--- config.mk ---
export PLATFORM = sky130hd
export DESIGN_NAME = im_fetch_ctrl
export DESIGN_NICKNAME = d
export VERILOG_FILES = /design/src/rtl/im_fetch_ctrl.sv
export SDC_FILE = /design/constraint.sdc
export NUM_CORES = 1
export LEC_CHECK = 0
export CORE_MARGIN = 1.5
export CORE_UTILIZATION = 35
export DETAILED_ROUTE_END_ITERATION = 10
export GPL_ROUTABILITY_DRIVEN = 0
export GPL_TIMING_DRIVEN = 0
export PLACE_DENSITY = 0.66
export SLEW_MARGIN = 20
export SYNTH_ARGS = -nofsm -noshare
export SYNTH_HDL_FRONTEND = slang
export SYNTH_SLANG_ARGS = --single-unit
--- constraint.sdc ---
create_clock -name clk -period 6.1 [get_ports clk]
set_input_delay 0.61 -clock clk [delete_from_list [all_inputs] [get_ports clk]]
set_output_delay 0.61 -clock clk [all_outputs]
set_load 0.03 [all_outputs]
--- src/rtl/im_fetch_ctrl.sv ---
// Instruction-memory port-1 fetch controller: walks pc from start_addr to end_addr and
// streams words through a 2-entry valid/ready buffer. Define IM_FETCH_LOOP_EN for loop mode.
module im_fetch_ctrl #(
    parameter int unsigned DATA_WIDTH = 32,
    parameter int unsigned ADDR_WIDTH = 6,
    parameter int unsigned RAM_DEPTH  = 64
) (
    input  logic                  clk,
    input  logic                  reset_n,
    input  logic                  start,
    input  logic [ADDR_WIDTH-1:0] start_addr,
    input  logic [ADDR_WIDTH-1:0] end_addr,
    input  logic                  stop,
    output logic [ADDR_WIDTH-1:0] im_addr,
    output logic                  im_cs,
    output logic                  im_we,
    output logic                  im_oe,
    input  logic [DATA_WIDTH-1:0] im_data,
    output logic [DATA_WIDTH-1:0] instr_data,
    output logic [ADDR_WIDTH-1:0] instr_pc,
    output logic                  instr_valid,
    input  logic                  instr_ready,
`ifdef IM_FETCH_LOOP_EN
    input  logic                  loop_en,
`endif
    output logic                  busy,
    output logic                  done
);

    typedef enum logic [1:0] {StIdle, StFetch, StDrain, StDone} state_e;

    state_e                state_q, state_d;
    logic [ADDR_WIDTH-1:0] pc_q, pc_d;
    logic [ADDR_WIDTH-1:0] end_q, end_d;
    logic [1:0]            count_q, count_d;
    logic [DATA_WIDTH-1:0] data_q [2];
    logic [DATA_WIDTH-1:0] data_d [2];
    logic [ADDR_WIDTH-1:0] pcb_q [2];
    logic [ADDR_WIDTH-1:0] pcb_d [2];

    logic                  fetch_en;
    logic                  pop;
    logic                  wr_idx;
    logic                  last;
    logic [ADDR_WIDTH-1:0] pc_inc;
    logic                  loop_run;
    logic [ADDR_WIDTH-1:0] reload_pc;

`ifdef IM_FETCH_LOOP_EN
    logic [ADDR_WIDTH-1:0] start_q, start_d;
    logic                  loop_q, loop_d;

    assign loop_run  = loop_q;
    assign reload_pc = start_q;

    always_ff @(posedge clk) begin
        if (!reset_n) begin
            start_q <= '0;
            loop_q  <= 1'b0;
        end else begin
            start_q <= start_d;
            loop_q  <= loop_d;
        end
    end

    always_comb begin
        start_d = start_q;
        loop_d  = loop_q;
        if (state_q == StIdle && start) begin
            start_d = start_addr;
            loop_d  = loop_en;
        end
    end
`else
    assign loop_run  = 1'b0;
    assign reload_pc = '0;
`endif

    // Fetch gating depends only on registered state, never on instr_ready.
    assign fetch_en    = (state_q == StFetch) && (count_q != 2'd2);
    assign instr_valid = (count_q != 2'd0);
    assign pop         = instr_valid && instr_ready;
    // Write slot: after an optional pop, the first free entry.
    assign wr_idx      = count_q[0] & ~pop;
    assign last        = (pc_q == end_q);
    assign pc_inc      = (pc_q == ADDR_WIDTH'(RAM_DEPTH - 1)) ? '0 : pc_q + 1'b1;

    assign im_addr    = pc_q;
    assign im_cs      = fetch_en;
    assign im_oe      = fetch_en;
    assign im_we      = 1'b0;
    assign instr_data = data_q[0];
    assign instr_pc   = pcb_q[0];
    assign busy       = (state_q == StFetch) || (state_q == StDrain);
    assign done       = (state_q == StDone);

    always_comb begin
        state_d = state_q;
        pc_d    = pc_q;
        end_d   = end_q;
        count_d = count_q;
        data_d  = data_q;
        pcb_d   = pcb_q;

        if (pop) begin
            data_d[0] = data_q[1];
            pcb_d[0]  = pcb_q[1];
        end
        if (fetch_en) begin
            data_d[wr_idx] = im_data;
            pcb_d[wr_idx]  = pc_q;
        end
        unique case ({fetch_en, pop})
            2'b10:   count_d = count_q + 2'd1;
            2'b01:   count_d = count_q - 2'd1;
            default: count_d = count_q;
        endcase

        unique case (state_q)
            StIdle: begin
                if (start) begin
                    state_d = StFetch;
                    pc_d    = start_addr;
                    end_d   = end_addr;
                    count_d = 2'd0;
                end
            end
            StFetch: begin
                if (stop) begin
                    state_d = StIdle;
                    count_d = 2'd0;
                end else if (fetch_en) begin
                    if (last && loop_run) begin
                        pc_d = reload_pc;
                    end else begin
                        pc_d = pc_inc;
                        if (last) state_d = StDrain;
                    end
                end
            end
            StDrain: begin
                if (stop) begin
                    state_d = StIdle;
                    count_d = 2'd0;
                end else if (count_q == 2'd0) begin
                    state_d = StDone;
                end
            end
            StDone:  state_d = StIdle;
            default: state_d = StIdle;
        endcase
    end

    always_ff @(posedge clk) begin
        if (!reset_n) begin
            state_q <= StIdle;
            pc_q    <= '0;
            end_q   <= '0;
            count_q <= 2'd0;
            data_q  <= '{default: '0};
            pcb_q   <= '{default: '0};
        end else begin
            state_q <= state_d;
            pc_q    <= pc_d;
            end_q   <= end_d;
            count_q <= count_d;
            data_q  <= data_d;
            pcb_q   <= pcb_d;
        end
    end

endmodule

==> metrics.cfg <==
[yosys]
avgSynthCellArea_um2=8.446
netlist_area_mm2=0.004358
synth.top_cells.by_area=dfxtp_1, mux2i_1, nand2_1, buf_4, a211oi_1
seq_area_frac_synth_pct=42.26
synth-main-ff-cell=dfxtp_1
syn_inst=516
yosys.area.top_type_share_pct=42.26
ys_types=43
yosysWarnings=0
ys_ff_latch=92
synth_nets=571
ys_async_sr_fraction_pct=0
netlist.top_cell.by_area=dfxtp_1
synth_edf_count=0

[cts]
cts_buffers=9
clk_pin_slew_ns=0.06
cts.sinks=92
clock_latency_ns=0.34
cts-root-buf=clkbuf_16
cts_tree=yes
cts_setup_buffers=0
clk_path_buf_depth=2
post_cts_resized=0
hold_buffers=0
cts-htree-levels=3

[worst_setup_path]
reg2reg_from=state_q[1]
cp_max_fo=10
cpPeakStageDelay_ns=0.65
arrival_ns=2.38
critPathBufInv=6
critPathTopFamily=buffers and inverters
crit_required_ns=5.49
start_kind=flop
cp-end-kind=primary output
worst-setup-path-type=reg2out
path_cells=inv_1 > ha_1 > buf_2 > inv_1 > buf_2 > nor2_1 > buf_4 > clkdlybuf4s50_1
startpoint=state_q[1]
critical-path-slowest-cell=clkdlybuf4s50_1

[finish]
final_cell_mix=clkdlybuf4s50_1, dfxtp_1, nand2_1, a21oi_1, nor2_1
nNetsFinal=677
syn_to_final_growth_pct=32.56
post-route-util_pct=47.89
n_antenna_cell=0
drive_gt1_share_pct=12.48
stdcell_count=793
final_common_cell=clkdlybuf4s50_1
fin_area_mm2=0.005777

[drt]
drt_pass1_iterations=4
remaining_drc_errors=0
drt-initial-drc-count=235
wl_um=11080
vias_per_cell=4.796
post_drt_wl_per_cell_um=13.97
num_vias=3803
ant_nets=0

[timing]
whs_ns=0.4540
slew_headroom_pct=64.22
rsz0062_at_grt=false
finalCritPeriodShare_pct=49.05
setup_ws_ns=3.108
finalSetupViolations=0
skew_ns=0.002117
period_needed_ns=2.992
worstMarginPinSlew_ns=0.5367
tns_ns=0
slew_violations=0
hold_viol_final=0
max_freq_mhz=334.2

[power]
power_density_mw_per_mm2=446.8
total_power_mw=2.581
vdd_drop_max_v=0.0001610
leakagePower_nw=2.374

[global_route]
grt_pass1_vias=3806
grt_max_degree=14
grtUsageTotal_pct=17.49
grt_antenna_before_repair=0
grt_pass1_wl_um=18070
gr-total-overflow=0

[floorplanning]
start_util_pct=36.13
rows=40
die_width_um=114.6
io_pins=99
chipHeight_um=114.6
core_area_mm2=0.01206
die_area_mm2=0.01313

[placed_design]
hpwl_um=8133
io_buffers=95
placed_area_mm2=0.005519
place_ws_ns=3.421
place_inst=779

[hold_path]
hp-class=reg2reg

[run]
maxCapViolations=0

[run_status]
status=finished clean

-- metal layers --
layer | GRT usage (%) | wire, um | vias to the layer above
met1 | 21.62 | 4853 | 1735
met2 | 29.30 | 5330 | 117
met4 | 6.500 | 195 | 0
met5 | 0 | 0 | -
li1 | - | - | 1935
met3 | 4.500 | 698 | 16
-- Yosys cell counts, types with 6 or more instances --
cell type and instances:
dfxtp_1 92, nand3_1 13, o21ai_0 7, a21oi_1 51, mux2i_1 39, nand2_1 90, xnor2_1 7, nor2_1 46
buf_2 14, a211oi_1 40, buf_4 43, clkbuf_1 17, ha_1 6, inv_1 6
-- cell type report --
| cell class | count | area (um^2) |
|---|---|---|
| Tap cell | 168 | 210.2 |
| Fill cell | 1179 | 6285 |
| Multi-Input combinational cell | 340 | 1994 |
| Inverter | 7 | 26.28 |
| Sequential cell | 92 | 1842 |
| Clock buffer | 11 | 242.7 |
| Buffer | 77 | 495.5 |
| Clock inverter | 3 | 15.01 |
| Timing Repair Buffer | 95 | 950.9 |
-- worst register-to-register path, stage by stage (launching register included) --
cell and delay (ns):
dfxtp_1 0.33, inv_1 0.09, ha_1 0.13, buf_2 0.20, inv_1 0.09, buf_2 0.19
nor2_1 0.22, inv_1 0.08, ha_1 0.34, or3_1 0.36, a21oi_1 0.15
-- worst paths after layout --
check               endpoint  slack, ns  depth (start not counted)
setup reg to reg  count_q[1]       3.86                         10
setup / recovery       im_oe       3.11                          8
hold / removal          flop       0.45                          2
hold reg to reg         flop       0.45                          2
-- report_power, final --
group	leakage (nW)	switching, mW	internal (mW)
sequential	0.751	0.0936	0.731
combinational	1.49	0.686	0.571
clock	0.131	0.219	0.281
total	2.37	0.999	1.58
-- cell families after synthesis --
logic type	synth area share (%)
XOR/XNOR	1.608
other	0.08605
multiplexers	9.216
buffers and inverters	11.97
AO/OA/AOI/OAI	16.57
flip-flops	42.26
adder cells (fa/ha/maj)	1.723
AND/OR/NAND/NOR	16.57
(Power assumes the default switching activity.)
